===== config.mk =====
export PLATFORM = sky130hd
export DESIGN_NAME = bean_wb_arbiter
export DESIGN_NICKNAME = d
export VERILOG_FILES = /design/src/rtl/bean_wb_arbiter.sv
export SDC_FILE = /design/constraint.sdc
export NUM_CORES = 1
export LEC_CHECK = 0
export ABC_AREA = 1
export CORE_ASPECT_RATIO = 2
export CORE_MARGIN = 2
export CORE_UTILIZATION = 40
export CTS_CLUSTER_SIZE = 40
export DETAILED_ROUTE_END_ITERATION = 7
export PLACE_DENSITY_LB_ADDON = 0.25
export REMOVE_ABC_BUFFERS = 1
export SETUP_SLACK_MARGIN = 0.5
export SLEW_MARGIN = 20
export SYNTH_ARGS = -nofsm -noshare
export SYNTH_HDL_FRONTEND = slang
export SYNTH_SLANG_ARGS = --single-unit

===== constraint.sdc =====
create_clock -name clk -period 3.2 [get_ports clk]
set_input_delay 0.8 -clock clk [delete_from_list [all_inputs] [get_ports clk]]
set_output_delay 0.8 -clock clk [all_outputs]
set_load 0.005 [all_outputs]

===== src/rtl/bean_wb_arbiter.sv =====
// -----------------------------------------------------------------------------
// bean_wb_arbiter
//
// Write-back arbiter for the two rd write channels of the BEAN register file.
// Each of N_SRC execution units hands its results over a valid/ready handshake
// into a small private FIFO. Every cycle a round-robin scan over the FIFO heads
// grants up to two entries, one per rd channel, and the granted entries are
// turned into registered register-file writes one cycle later.
//
// Select words are 7 bits: [6:5] bank (0=X, 1=F, 2=I, 3=illegal), [4:0] index.
//
// Ports
//   clk        in   core clock, rising edge
//   rst_n      in   asynchronous active-low reset
//   src_valid  in   [N_SRC]        per-source result valid
//   src_ready  out  [N_SRC]        per-source FIFO can accept (0 during reset)
//   src_sel    in   [N_SRC*SEL_W]  per-source destination select, source s at [s*SEL_W +: SEL_W]
//   src_data   in   [N_SRC*XLEN]   per-source result data, source s at [s*XLEN +: XLEN]
//   wr_en      out  [2]            write strobe per rd channel
//   wr_sel     out  [2*SEL_W]      select per channel, channel c at [c*SEL_W +: SEL_W]
//   wr_data    out  [2*XLEN]       data per channel, channel c at [c*XLEN +: XLEN]
//   busy       out                 any FIFO non-empty or any write strobe set
//   error      out                 sticky: an illegal-bank result was received
// -----------------------------------------------------------------------------
module bean_wb_arbiter #(
    parameter int XLEN       = 32,
    parameter int N_SRC      = 3,
    parameter int FIFO_DEPTH = 2,
    parameter int SEL_W      = 7
) (
    input  logic                    clk,
    input  logic                    rst_n,
    input  logic [N_SRC-1:0]        src_valid,
    output logic [N_SRC-1:0]        src_ready,
    input  logic [N_SRC*SEL_W-1:0]  src_sel,
    input  logic [N_SRC*XLEN-1:0]   src_data,
    output logic [1:0]              wr_en,
    output logic [2*SEL_W-1:0]      wr_sel,
    output logic [2*XLEN-1:0]       wr_data,
    output logic                    busy,
    output logic                    error
);

    localparam int PTR_W = $clog2(FIFO_DEPTH);
    localparam int CNT_W = $clog2(FIFO_DEPTH + 1);
    localparam int RR_W  = (N_SRC > 1) ? $clog2(N_SRC) : 1;

    localparam logic [CNT_W-1:0] CNT_FULL = CNT_W'(FIFO_DEPTH);
    localparam logic [1:0]       BANK_ILL = 2'd3;

    // ---------------------------------------------------------------------
    // Per-source FIFOs
    // ---------------------------------------------------------------------
    logic [N_SRC-1:0] head_vld;
    logic [N_SRC-1:0] push;
    logic [N_SRC-1:0] pop;
    logic [SEL_W-1:0] head_sel  [N_SRC];
    logic [XLEN-1:0]  head_data [N_SRC];

    generate
        for (genvar gi = 0; gi < N_SRC; gi++) begin : g_fifo
            logic [SEL_W-1:0] sel_mem  [FIFO_DEPTH];
            logic [XLEN-1:0]  data_mem [FIFO_DEPTH];
            logic [PTR_W-1:0] wr_ptr_q;
            logic [PTR_W-1:0] rd_ptr_q;
            logic [CNT_W-1:0] count_q;

            // Ready looks only at the stored count, so a full FIFO refuses a
            // push even when it is popped in the same cycle. Gating with rst_n
            // keeps ready low for the whole reset assertion.
            assign src_ready[gi] = rst_n && (count_q != CNT_FULL);
            assign push[gi]      = src_valid[gi] && src_ready[gi];
            assign head_vld[gi]  = (count_q != '0);
            assign head_sel[gi]  = sel_mem[rd_ptr_q];
            assign head_data[gi] = data_mem[rd_ptr_q];

            // Storage carries no reset; validity is tracked by count_q.
            always_ff @(posedge clk) begin
                if (push[gi]) begin
                    sel_mem[wr_ptr_q]  <= src_sel[gi*SEL_W +: SEL_W];
                    data_mem[wr_ptr_q] <= src_data[gi*XLEN +: XLEN];
                end
            end

            // Depth is a power of two, so the pointers wrap naturally.
            always_ff @(posedge clk or negedge rst_n) begin
                if (!rst_n) begin
                    wr_ptr_q <= '0;
                    rd_ptr_q <= '0;
                    count_q  <= '0;
                end else begin
                    if (push[gi]) begin
                        wr_ptr_q <= wr_ptr_q + 1'b1;
                    end
                    if (pop[gi]) begin
                        rd_ptr_q <= rd_ptr_q + 1'b1;
                    end
                    case ({push[gi], pop[gi]})
                        2'b10:   count_q <= count_q + 1'b1;
                        2'b01:   count_q <= count_q - 1'b1;
                        default: count_q <= count_q;
                    endcase
                end
            end
        end
    endgenerate

    // ---------------------------------------------------------------------
    // Round-robin arbitration over the FIFO heads
    // ---------------------------------------------------------------------
    logic [RR_W-1:0]  rr_q;
    logic [RR_W-1:0]  rr_d;
    logic [1:0]       gnt_vld;
    logic [RR_W-1:0]  gnt_src  [2];
    logic [SEL_W-1:0] gnt_sel  [2];
    logic [XLEN-1:0]  gnt_data [2];
    logic [RR_W:0]    arb_sum;
    logic [RR_W-1:0]  arb_idx;
    logic [RR_W-1:0]  last_src;

    always_comb begin
        gnt_vld  = '0;
        pop      = '0;
        arb_sum  = '0;
        arb_idx  = '0;
        last_src = '0;
        rr_d     = rr_q;
        for (int c = 0; c < 2; c++) begin
            gnt_src[c]  = '0;
            gnt_sel[c]  = '0;
            gnt_data[c] = '0;
        end

        for (int k = 0; k < N_SRC; k++) begin
            // Source index (rr_q + k) mod N_SRC without a divider.
            arb_sum = {1'b0, rr_q} + (RR_W+1)'(k);
            if (arb_sum >= (RR_W+1)'(N_SRC)) begin
                arb_sum = arb_sum - (RR_W+1)'(N_SRC);
            end
            arb_idx = arb_sum[RR_W-1:0];

            if (head_vld[arb_idx]) begin
                if (!gnt_vld[0]) begin
                    gnt_vld[0]    = 1'b1;
                    gnt_src[0]    = arb_idx;
                    gnt_sel[0]    = head_sel[arb_idx];
                    gnt_data[0]   = head_data[arb_idx];
                    pop[arb_idx]  = 1'b1;
                end else if (!gnt_vld[1] && (head_sel[arb_idx] != gnt_sel[0])) begin
                    // A head aimed at slot 0's register waits a cycle so the
                    // two channels never write the same register together.
                    gnt_vld[1]    = 1'b1;
                    gnt_src[1]    = arb_idx;
                    gnt_sel[1]    = head_sel[arb_idx];
                    gnt_data[1]   = head_data[arb_idx];
                    pop[arb_idx]  = 1'b1;
                end
            end
        end

        if (gnt_vld[0]) begin
            last_src = gnt_vld[1] ? gnt_src[1] : gnt_src[0];
            rr_d     = (last_src == RR_W'(N_SRC - 1)) ? '0 : last_src + 1'b1;
        end
    end

    // ---------------------------------------------------------------------
    // Write generation
    // ---------------------------------------------------------------------
    logic [1:0]         wr_en_q,   wr_en_d;
    logic [2*SEL_W-1:0] wr_sel_q,  wr_sel_d;
    logic [2*XLEN-1:0]  wr_data_q, wr_data_d;
    logic               error_q,   error_d;

    always_comb begin
        wr_en_d   = '0;
        wr_sel_d  = wr_sel_q;
        wr_data_d = wr_data_q;
        error_d   = error_q;
        for (int c = 0; c < 2; c++) begin
            if (gnt_vld[c]) begin
                wr_sel_d[c*SEL_W +: SEL_W] = gnt_sel[c];
                wr_data_d[c*XLEN +: XLEN]  = gnt_data[c];
                // x0 and illegal-bank entries still consume the slot but
                // never strobe the register file.
                if (gnt_sel[c][SEL_W-1 -: 2] == BANK_ILL) begin
                    error_d = 1'b1;
                end else if (gnt_sel[c] != '0) begin
                    wr_en_d[c] = 1'b1;
                end
            end
        end
    end

    always_ff @(posedge clk or negedge rst_n) begin
        if (!rst_n) begin
            rr_q      <= '0;
            wr_en_q   <= '0;
            wr_sel_q  <= '0;
            wr_data_q <= '0;
            error_q   <= 1'b0;
        end else begin
            rr_q      <= rr_d;
            wr_en_q   <= wr_en_d;
            wr_sel_q  <= wr_sel_d;
            wr_data_q <= wr_data_d;
            error_q   <= error_d;
        end
    end

    assign wr_en   = wr_en_q;
    assign wr_sel  = wr_sel_q;
    assign wr_data = wr_data_q;
    assign error   = error_q;
    assign busy    = (|head_vld) || (|wr_en_q);

endmodule


# [Word level (Yosys, flattened, before mapping)]
# Memory sizes are Yosys's and may differ from the RTL's.
# Cells that the tools add are included.
# Widths: inputs -> output; s select.
[op_classes] mux=95 eq_ne=14 n_reduce_logical=24 n_addsub=18 magnitude_cmp=12 bitwise=5
[ops] cell="$mux 32" n=12
[ops] cell="$bmux 32 s2" n=3
[ops] cell="$mux 64" n=3
[ops] cell="$mux 7" n=12
[ops] cell="$bmux 7 s2" n=3
[ops] cell="$mux 14" n=3
[ops] cell="$mux 1" n=27
[ops] cell="$mux 2" n=13
[ops] cell="$mux 3" n=7
[ops] cell="$ne 7x7->1" n=2
[ops] cell="$reduce_bool 7->1" n=2
[ops] cell="$eq 2x2->1 const B" n=6
[ops] cell="$mux 4" n=3
[ops] cell="$pmux 2 s2" n=3
[ops] cell="$reduce_bool 2->1" n=6
[ops] cell="$logic_and 1x1->1" n=11
[ops] cell="$ge 3x3->1 const B" n=3
[ops] cell="$lt 2x3->1 const B" n=3
[ops] cell="$not 2->3" n=3
[ops] cell="$add 2x1->2 const B" n=4
[ops] cell="$add 1x1->1 const B" n=6
[ops] cell="$bmux 1 s2" n=3
[ops] cell="$demux 1 s2" n=3
[ops] cell="$eq 2x1->1 const B" n=3
[ops] cell="14 further kinds" n=24
[totals] inputBits=122 wordCells=190 ram_bits=234 n_memories=6 reg_bits=95
[memory_table] name="g_fifo[0].data_mem" depth=2 word_bits=32 read_ports=1 rd_ports_with_merged_regs=0 write_ports=1 line="63" text="logic [XLEN-1:0] data_mem [FIFO_DEPTH];"
[memory_table] name="g_fifo[1].data_mem" depth=2 word_bits=32 read_ports=1 rd_ports_with_merged_regs=0 write_ports=1 line="63"
[memory_table] name="g_fifo[2].data_mem" depth=2 word_bits=32 read_ports=1 rd_ports_with_merged_regs=0 write_ports=1 line="63"
[memory_table] name="g_fifo[0].sel_mem" depth=2 word_bits=7 read_ports=1 rd_ports_with_merged_regs=0 write_ports=1 line="62" text="logic [SEL_W-1:0] sel_mem [FIFO_DEPTH];"
[memory_table] name="g_fifo[1].sel_mem" depth=2 word_bits=7 read_ports=1 rd_ports_with_merged_regs=0 write_ports=1 line="62"
[memory_table] name="g_fifo[2].sel_mem" depth=2 word_bits=7 read_ports=1 rd_ports_with_merged_regs=0 write_ports=1 line="62"

# [Logic depth before layout (Yosys ltp)]
# Gate-level depths: netlist of run 1.
[depth] depth_word=22 depth_mapped=25

# [Least setup slack after synthesis of run 1]
# Ideal clock, no wire load.
[synth_path] path_kind="in2reg" from="input rst_n" to="memory g_fifo[0].data_mem[0][0] (enable)" arrival_ns=2.826 path_buffers=0 required_time_ns=2.765 setup_time_ns=0.435 stages=4 slack_ns=-0.061 path_cell_list="inv_1 a21oi_1 nand2_1 nor2_1"
[synth_via] elab_chain_cells=4
[synth_lines] element="start: declaration" line="32" text="input logic rst_n,"
[synth_lines] element="$logic_and 1x1->1" line="71" text="assign src_ready[gi] = rst_n && (count_q != CNT_FULL);"
[synth_lines] element="via src_ready[0]" line="34" text="output logic [N_SRC-1:0] src_ready,"
[synth_lines] element="$logic_and 1x1->1" line="72" text="assign push[gi] = src_valid[gi] && src_ready[gi];"
[synth_lines] element="$mux 1" line="79" text="if (push[gi]) begin"
[synth_lines] element="$mux 1 (not written as such)" line="81" text="data_mem[wr_ptr_q] <= src_data[gi*XLEN +: XLEN];"
[synth_lines] element="end: declaration" line="63"
# The timed path passes the listed nets, and every way through them passes these cells.

# [Final worst setup path of run 1]
[layout_path] from="register rr_q[0]" to="register rr_q[1]"
[layout_via] elab_chain_cells=20 word_cells_on_any_way=57 cone_classes="add/sub: 6; order compare: 3; eq/ne: 3; mux: 39; bitwise: 3; reduce/logical: 3"
[layout_lines] element="start: declaration" line="111" text="logic [RR_W-1:0] rr_q;"
[layout_lines] element="start signal: assignment" line="203" text="rr_q <= rr_d;"
[layout_lines] element="$add 2x1->3 (tied with other cells)" line="136" text="arb_sum = {1'b0, rr_q} + (RR_W+1)'(k);"
[layout_lines] element="$ge 3x2->1 (tied with other cells)" line="137" text="if (arb_sum >= (RR_W+1)'(N_SRC)) begin"
[layout_lines] element="$mux 2 / $not 2->3 (equally long branches)"
[layout_lines] element="$not 2->3 (not written as such) / $bmux 7 s2 (equally long branches)"
[layout_lines] element="$bmux 7 s2 / $mux 7 (equally long branches)"
[layout_lines] element="$mux 7, on equally long branches"
[layout_lines] element="$mux 7 (not written as such) / $mux 14 (equally long branches)" line="146, 149, 142"
[layout_lines] element="$ne 7x7->1" line="149" text="end else if (!gnt_vld[1] && (head_sel[arb_idx] != gnt_sel[0])) begin"
[layout_lines] element="(+4 left out)"
[layout_lines] element="$logic_not 1->1" line="149"
[layout_lines] element="$logic_and 1x1->1" line="149"
[layout_lines] element="$mux 2 / $mux 1 (equally long branches)" line="149"
[layout_lines] element="$mux 2 / $mux 1 (equally long branches)" line="143" text="if (!gnt_vld[0]) begin"
[layout_lines] element="$mux 4 / $mux 2 (equally long branches)" line="142" text="if (head_vld[arb_idx]) begin"
[layout_lines] element="$mux 2" line="162" text="last_src = gnt_vld[1] ? gnt_src[1] : gnt_src[0];"
[layout_lines] element="$add 2x1->2 / $eq 2x2->1 (equally long branches)" line="163" text="rr_d = (last_src == RR_W'(N_SRC - 1)) ? '0 : last_src + 1'b1;"
[layout_lines] element="$mux 2" line="163"
# Parallel ways exist; a longest one is shown, timed or not. The select of a mux whose other input is x is not followed.
# A chain may end at the register's enable or synchronous reset.

==> results.toml, run 1 <==
[flow_run]
cap_violations = 0

[yosys]
synth-seq-cells = 329
avgSynthCellArea_um2 = 9.126
synth-seq-area-share = 0.5835
syn_inst = 1766
ys_warn_count = 0
async_flop_share = 0.2888
ys_types = 43
synth_ff_type = "edfxtp_1"
synth_edf_count = 234
netlist_area_um2 = 16120

[sta]
finalSetupTns_ns = 0
fmax_mhz = 344.2
hold_viol = 0
final_min_period_over_clock_period = 0.9079
worst_pin_slew_ns = 0.7954
slew_viol_final = 0
rsz0062_at_grt = "true"
skew_ns = 0.01383
maxSlewHeadroom = 0.4697
setup_viol = 0
min_period_ns = 2.905

[routing]
drt-pass1-iter-count = 5
wirelength_mm = 56.92
vias_per_cell = 5.494
drtAntennaViolNets = 0
drcViolationCount = 0
drt_iter0_markers = 1330
vias = 14260
wire_per_inst_um = 21.93

[critical_path]
worstPathMaxFanout = 7
timing.rr.end = "rr_q[1]$_DFFE_PN0P_"
cp_data_required_time_ns = 3.65
r2r-start = "rr_q[0]$_DFFE_PN0P_"
rrSetupSlack_ns = 0.29
cp-end-kind = "register"
rr_worst_depth = 23
worstPathArrival_ns = 3.36
critPathLaunchType = "register"
crit_type = "reg -> reg"

[floorplan]
start_util = 0.4034
coreArea_um2 = 39950
die_area_um2 = 42010
die_x_um = 145.9
ioPinCount = 207
die_h_um = 287.9
rows = 104

[clocking]
clk_latency_ns = 0.57
cts_buffer_depth = 3
postCtsHoldBufs = 0
cts_tree = "done"
numCtsBuffers = 29
htreeDepth = 1
cts_sinks = 329
cts.clk_slew.worst_paths_ns = 0.06
cts_root_buf = "clkbuf_16"

[cells_and_area]
drive_gt1_frac = 0.1676
diodes = 0
fin_nets = 2173
synthToLayoutAreaGrowth_pct = 33.21

[status]
status = "finished, final reports clean"

[global_route]
antenna_found_initial = 2
groute.usage.overall = 0.2550
grt_max_degree = 59
grt_pass1_wl_mm = 81.73
grt-ovfl-total = 0
grt_pass1_vias = 13750

[placed_design]
gp_congestion = 0.9398
port_buffers = 206
place_hpwl_mm = 36.30

[worst_hold_path]
min_path_type = "in -> async"
-- how the worst max path moves through the flow --
stage,start,slack [ns],to
3_3_place_gp,rr_q[0]$_DFFE_PN0P_,0.09,g_fifo[0].count_q[1]$_DFFE_PN0P_
3_5_place_dp,rr_q[0]$_DFFE_PN0P_,0.05,g_fifo[1].count_q[1]$_DFFE_PN0P_
4_1_cts,rr_q[1]$_DFFE_PN0P_,0.39,wr_data[46]$_DFFE_PN0N_
2_1_floorplan,rr_q[1]$_DFFE_PN0P_,-2.90,g_fifo[0].count_q[1]$_DFFE_PN0P_
5_1_grt,rr_q[1]$_DFFE_PN0P_,0.13,rr_q[0]$_DFFE_PN0P_
6_report,rr_q[0]$_DFFE_PN0P_,0.29,rr_q[1]$_DFFE_PN0P_
-- kinds of logic after synthesis --
family          Yosys count  share of synthesized area
flops                   329                     0.5835
buf+inv                 216                    0.05628
simple gates            884                     0.2233
mux                       3                   0.001863
xor+xnor                 13                   0.007065
compound gates          314                     0.1226
fa+ha+maj                 7                   0.005434
-- per-layer routing --
| layer | global-route usage | wire [um] | up-vias |
|---|---|---|---|
| li1 | - | - | 6593 |
| met1 | 0.3199 | 22060 | 6783 |
| met2 | 0.4461 | 28020 | 724 |
| met3 | 0.03708 | 4259 | 152 |
| met4 | 0.09485 | 2555 | 4 |
| met5 | 0 | 23 | - |
-- layout make-up --
type                       instances  area [um2]
clock buffer                      36       772.0
clock inverter                    16       217.7
fill                            3598       18480
inverter                         111       481.7
multi-input combinational       1222        6402
sequential                       329        9410
tap                              530       663.1
timing repair buffer             349        3503
timing repair inverter             2       18.77
-- worst max-delay path, cell delays in order, from the launching register on --
cell     delay [ns]
dfrtp_1        0.40
inv_2          0.09
ha_4           0.22
buf_4          0.15
nor2_4         0.15
buf_8          0.17
nand2_4        0.06
nand2_4        0.09
nand3_1        0.09
nand2_2        0.08
nand2_2        0.07
nor2_4         0.12
nand2_2        0.09
nand2_4        0.08
nand4_1        0.15
buf_4          0.19
buf_4          0.13
buf_4          0.13
nand2_1        0.05
nand2_1        0.04
inv_1          0.06
nor2_1         0.05
nand2_1        0.07
nand2_1        0.05
-- state kept, by name, summed over array words and instances, names as in the netlist --
signal           flops
g_fifo.data_mem    192
wr_data             64
g_fifo.sel_mem      42
wr_sel              14
g_fifo.count_q       6
g_fifo.rd_ptr_q      3
g_fifo.wr_ptr_q      3
rr_q                 2
wr_en                2
error                1
-- layout by cell type (no fill, tap or decap), types with 11 or more instances in the layout --
cell	count
nand3_1	96
o211ai_1	33
inv_1	91
nand2_4	18
a31oi_1	12
edfxtp_1	234
or2_2	13
buf_4	106
a22oi_1	14
nand2_1	569
o21ai_2	16
a21oi_1	44
o311ai_0	11
nor2_1	101
o21ai_0	62
and2_1	12
o22ai_1	47
nor2_4	12
clkdlybuf4s50_1	204
clkbuf_16	34
nand2_2	35
dfrtp_1	90
o21ai_1	23
buf_6	14
nand3_2	11
a221oi_1	18
buf_12	17
-- Yosys cell counts (4+ instances only) --
| cell type | n | area (um2) |
|---|---|---|
| buf_4 | 4 | 30.03 |
| clkbuf_1 | 52 | 195.2 |
| o21ai_1 | 35 | 175.2 |
| edfxtp_1 | 234 | 7027 |
| nor2_2 | 6 | 37.54 |
| inv_2 | 11 | 41.29 |
| a32o_1 | 5 | 50.05 |
| a21oi_1 | 49 | 245.2 |
| nand4_1 | 4 | 25.02 |
| and2_1 | 12 | 75.07 |
| o311ai_0 | 11 | 96.34 |
| xor2_1 | 7 | 61.31 |
| buf_2 | 29 | 145.1 |
| o21ai_0 | 66 | 330.3 |
| a22oi_1 | 14 | 105.1 |
| xnor2_1 | 6 | 52.55 |
| nand2_1 | 615 | 2308 |
| nand2_2 | 7 | 43.79 |
| o32ai_1 | 8 | 70.07 |
| buf_1 | 14 | 52.55 |
| buf_6 | 6 | 67.56 |
| o22ai_1 | 48 | 300.3 |
| o211ai_1 | 33 | 247.7 |
| ha_1 | 7 | 87.58 |
| nor2_1 | 112 | 420.4 |
| a31oi_1 | 12 | 75.07 |
| a221oi_1 | 18 | 157.7 |
| inv_1 | 98 | 367.9 |
| dfrtp_1 | 95 | 2377 |
| or2_2 | 13 | 81.33 |
| o21a_1 | 4 | 30.03 |
| nand3_1 | 108 | 540.5 |
-- repair_timing --
item	CTS	global route
buffers inserted	35	15
pin swaps	31	34
setup endpoints to repair	91	76
gates cloned	1	7
gates resized for setup	102	90
-- per-stage QoR --
stage | hold WS (ns) | area (um2) | setup WS (ns) | cells | util
final | 0.3514 | 21470 | 0.2948 | 2595 | 0.5374
after global routing | 0.3775 | 21470 | 0.1291 | 2595 | 0.5374
after CTS | 0.3828 | 20860 | 0.3920 | 2573 | 0.5222
after detailed placement | 0.4607 | 19190 | 0.04588 | 2485 | 0.4803
after global placement | 0.4541 | 19190 | 0.08595 | 2485 | 0.4803
after floorplan | 0.4654 | 15630 | -2.903 | 1661 | -
Power of run 1 is left out: the tool's default activity adds up to more than one toggle a clock period on the data nets, which glitch-free logic cannot reach.
==> run 2, diff against run 1 <==
Clock period 3.2 ns to 2.75 ns, I/O delays scaled along.
==> results.toml, run 2 (synthesis results as in run 1) <==
[floorplan]
die_h_um = 287.9
rows = 104
coreArea_um2 = 39950
ioPinCount = 207
start_util = 0.4034
die_x_um = 145.9
die_area_um2 = 42010

[global_route]
grt_pass1_wl_mm = 82.46
antenna_found_initial = 0
groute.usage.overall = 0.2568
grt-ovfl-total = 0
grt_max_degree = 57
grt_pass1_vias = 13820

[critical_path]
timing.rr.end = "rr_q[1]$_DFFE_PN0P_"
max_stage_delay_ns = 0.40
crit_family = "simple AND/OR/NAND/NOR gates"
worstPathArrival_ns = 3.44
crit_type = "reg -> reg"
rrSetupSlack_ns = -0.22
cp_data_required_time_ns = 3.22
critPathLaunch = "rr_q[0]$_DFFE_PN0P_"
crit_slowest_cell = "dfrtp_1"
critPathLaunchType = "register"
path_common_cell = "nand2_2"
cp-end-kind = "register"
rr_worst_depth = 25
path_buf_inv = 6
r2r-start = "rr_q[0]$_DFFE_PN0P_"
worstPathMaxFanout = 6

[flow_run]
cap_violations = 0

[sta]
finalSetupTns_ns = -7.043
worst_slack_ns = -0.2240
fmax_mhz = 336.3
skew_ns = 0.01292
worst_pin_slew_ns = 0.8606
min_period_ns = 2.974
slew_viol_final = 0
rsz0062_at_grt = "true"
setup_viol = 51
final_min_period_over_clock_period = 1.081
hold_viol = 0
maxSlewHeadroom = 0.4263

[routing]
drt_iter0_markers = 1587
top_layer_used = "met4"
drtAntennaViolNets = 0
vias = 14650
drt-pass1-iter-count = 6
dr_wl_met2_mm = 28.57
wirelength_mm = 57.01
drcViolationCount = 0
wl_met3_mm = 4.578
wire_per_inst_um = 21.33
vias_per_cell = 5.479
met1Wirelength_mm = 21.30

[cells_and_area]
diodes = 0
layout_commonest_cell = "nand2_1"
drive_gt1_frac = 0.2431
layoutNonFillerInstCount = 2673
final_cell_mix = "517 x nand2_1, 234 x edfxtp_1, 200 x clkdlybuf4s50_1"
largest_register_ffs = 192
regMostFlops = "g_fifo.data_mem"
fin_nets = 2249
synthToLayoutAreaGrowth_pct = 41.16

[worst_hold_path]
min_path_type = "in -> async"

[placed_design]
place_hpwl_mm = 37.05
dp.cells = 2543
gp_congestion = 0.9390
port_buffers = 206

[clocking]
htreeDepth = 1
cts_sinks = 329
numCtsBuffers = 29
postCtsHoldBufs = 0
cts_tree = "done"
clk_latency_ns = 0.58
cts.clk_slew.worst_paths_ns = 0.06
cts_root_buf = "clkbuf_16"
cts_buffer_depth = 3

[status]
status = "complete, but fails checks"
violations = "setup timing"
[run 2: worst max-delay path by stage]
stage               slack [ns]  depth (start not counted)                               end
floorplan                -3.35                         17  g_fifo[0].count_q[1]$_DFFE_PN0P_
global placement         -0.35                         23  g_fifo[1].count_q[1]$_DFFE_PN0P_
detailed placement       -0.38                         23  g_fifo[1].count_q[1]$_DFFE_PN0P_
CTS                      -0.05                         17  g_fifo[0].count_q[1]$_DFFE_PN0P_
global route             -0.38                         22               rr_q[1]$_DFFE_PN0P_
finish                   -0.22                         25               rr_q[1]$_DFFE_PN0P_
[run 2: what timing repair did]
action | 4_1_cts | 5_1_grt
gates cloned | 7 | 6
resized for setup | 179 | 194
setup buffers | 37 | 26
pin swaps | 38 | 71
setup endpoints to repair | 96 | 98
[run 2: per-stage QoR]
step                      worst slack [ns]  hold slack, ns  instance area, um2  utilization
after global placement             -0.3550          0.4590               19710       0.4934
after global routing               -0.3797          0.3586               22750       0.5695
final                              -0.2240          0.2899               22750       0.5695
after floorplan                     -3.353          0.3919               15630            -
after detailed placement           -0.3760          0.4599               19710       0.4934
after CTS                         -0.04761          0.3489               21790       0.5455
[run 2: metal layers]
metal  track usage  up-vias
li1              -     6750
met1        0.3183     6922
met2        0.4494      802
met3       0.03788      171
met4        0.1037        0
met5             0        -
[run 2: worst reg2reg max path, cell delays in order (launching register included)]
cell and delay, ns:
dfrtp_1 0.40, buf_6 0.13, ha_4 0.18, inv_6 0.08
nand2_2 0.07, nand2_2 0.07, nand2_2 0.06, nand2_4 0.11
buf_12 0.13, nand2_4 0.06, inv_6 0.08, nand2_2 0.07
nand2_2 0.08, nand2_1 0.05, nand2_1 0.06, nand2_1 0.10
nor2_2 0.15, nand2_2 0.10, buf_6 0.14, buf_6 0.11
nand3_4 0.08, nand2_8 0.13, o21ai_1 0.18, o21ai_0 0.12
nand2_1 0.08, nand2_1 0.05
[run 2: layout make-up]
class | count | area [um2]
timing repair buffer | 425 | 4389
multi-input combinational | 1222 | 6823
fill | 3416 | 17200
tap | 530 | 663.1
clock buffer | 33 | 740.7
timing repair inverter | 2 | 22.52
clock inverter | 21 | 234.0
inverter | 111 | 470.5
sequential | 329 | 9408
Power of run 2 is left out for the same reason.
==> run 3, diff against run 2 <==
Settings changed: CORE_MARGIN 2 to 3, SKIP_LAST_GASP set to 1.
==> results.toml, run 3 (synthesis results as in run 1) <==
[routing]
drt_iter0_markers = 1300
drtAntennaViolNets = 0
drcViolationCount = 0
wirelength_mm = 60.23
vias = 15040
vias_per_cell = 5.558
wire_per_inst_um = 22.27
drt-pass1-iter-count = 6

[global_route]
grt_pass1_vias = 15720
groute.usage.overall = 0.2736
grt_pass1_wl_mm = 90.17
grt-ovfl-total = 0
antenna_found_initial = 2
grt_max_degree = 54

[cells_and_area]
drive_gt1_frac = 0.2436
final_area_um2 = 22780
diodes = 0
regMostFlops = "g_fifo.data_mem"
synthToLayoutAreaGrowth_pct = 41.37
final_core_util = 0.5740
num-fill-cells = 3455
layout_commonest_cell = "nand2_1"
fin_nets = 2286
largest_register_ffs = 192
final_cell_mix = "542 x nand2_1, 234 x edfxtp_1, 198 x clkdlybuf4s50_1"

[sta]
final_min_period_over_clock_period = 1.100
skew_ns = 0.02600
worst_slack_ns = -0.2740
fmax_mhz = 330.7
slew_viol_final = 0
rsz0062_at_grt = "true"
maxSlewHeadroom = 0.5149
hold_viol = 0
min_period_ns = 3.024
setup_viol = 52
whs_ns = 0.2926
worst_pin_slew_ns = 0.7276

[floorplan]
die_area_um2 = 42880
die_h_um = 289.9
die_x_um = 147.9
ioPinCount = 207
start_util = 0.4060
coreArea_um2 = 39690
rows = 103

[placed_design]
place_hpwl_mm = 41.46
port_buffers = 206
gp_congestion = 0.9304
place_ws_ns = -0.4494
post_dp_cell_area_um2 = 19840

[clocking]
cts_tree = "done"
htreeDepth = 1
cts.clk_slew.worst_paths_ns = 0.07
cts_sinks = 329
cts_root_buf = "clkbuf_16"
clk_latency_ns = 0.58
postCtsHoldBufs = 0
cts_buffer_depth = 3
numCtsBuffers = 29

[critical_path]
critPathLaunchType = "register"
rr_worst_depth = 22
max_stage_delay_ns = 0.43
timing.rr.end = "g_fifo[2].rd_ptr_q$_DFFE_PN0N_"
cp_cell_sequence = "inv_2 -> ha_4 -> buf_6 -> buf_6 -> nand3_2 -> nand3_2 -> nand2_4 -> buf_6 -> inv_2 -> nand2_1 -> nand2_1 -> nand2_2 -> nor2_4 -> nand3_4 -> a31oi_2 -> nand2_2 -> buf_6 -> buf_6 -> buf_6 -> buf_6 -> buf_6 -> xor2_1"
path_common_cell = "buf_6"
worstPathArrival_ns = 3.49
cp-end-kind = "register"
crit_slowest_cell = "dfrtp_1"
rrSetupSlack_ns = -0.27
r2r-start = "rr_q[0]$_DFFE_PN0P_"
path_buf_inv = 10
worstPathMaxFanout = 6
crit_type = "reg -> reg"
cp_data_required_time_ns = 3.21
crit_family = "buffers and inverters"

[worst_hold_path]
min_path_type = "in -> async"

[status]
violations = "setup timing"
status = "complete, but fails checks"

[flow_run]
cap_violations = 0
run 3: cell count changes in the layout (fill, tap and decap cells not counted), moves of 4 or more:
cell	before	now
nor2_1	86	90
bufinv_16	4	0
a21oi_2	6	10
nand2_2	85	57
nand2_1	517	542
dfrtp_1	92	87
buf_4	140	176
nand2_4	20	24
clkinvlp_4	5	1
nor2_4	22	18
clkbuf_1	4	18
dfrtp_2	3	8
buf_6	39	46
run 3: timing repair:
| item | in CTS | in global routing |
|---|---|---|
| cloned | 5 | 3 |
| setup buffers | 65 | 14 |
| pin swaps | 40 | 62 |
| resized for setup | 229 | 140 |
| setup endpoints to repair | 101 | 99 |
run 3: routing by layer:
layer,share of wire,vias up,routed length (um),global-route usage
met4,0.078,2,4690,0.1848
met1,0.33,7116,19830,0.2899
li1,-,6812,-,-
met5,0.00018,-,11,0
met3,0.063,290,3818,0.03953
met2,0.53,815,31880,0.4944
run 3: layout make-up:
cell class	instances	area [um2]	area share
repair buffers	463	4614	0.2025
well taps	525	656.9	0.02883
inverters	111	471.7	0.02070
multi-input cells	1222	6774	0.2973
clock inverters	7	43.79	0.001922
repair inverters	1	16.27	0.0007139
clock buffers	47	793.3	0.03482
flip-flops and latches	329	9414	0.4132
run 3: worst max-delay path by stage:
stage,cells past startpoint,start,to,slack [ns]
4_1_cts,19,rr_q[0]$_DFFE_PN0P_,g_fifo[2].count_q[1]$_DFFE_PN0P_,-0.17
5_1_grt,25,rr_q[0]$_DFFE_PN0P_,rr_q[1]$_DFFE_PN0P_,-0.39
3_5_place_dp,20,rr_q[0]$_DFFE_PN0P_,g_fifo[0].count_q[1]$_DFFE_PN0P_,-0.45
2_1_floorplan,17,rr_q[1]$_DFFE_PN0P_,g_fifo[0].count_q[1]$_DFFE_PN0P_,-3.35
3_3_place_gp,19,rr_q[1]$_DFFE_PN0P_,g_fifo[0].count_q[1]$_DFFE_PN0P_,-0.39
6_report,22,rr_q[0]$_DFFE_PN0P_,g_fifo[2].rd_ptr_q$_DFFE_PN0N_,-0.27
run 3: metrics by stage:
stage,TNS (ns),instances
final,-9.895,2705
after CTS,-4.665,2688
after global routing,-16.87,2705
after detailed placement,-16.64,2564
after global placement,-14.14,2564
after floorplan,-332.87,1661
Power of run 3 is left out for the same reason.
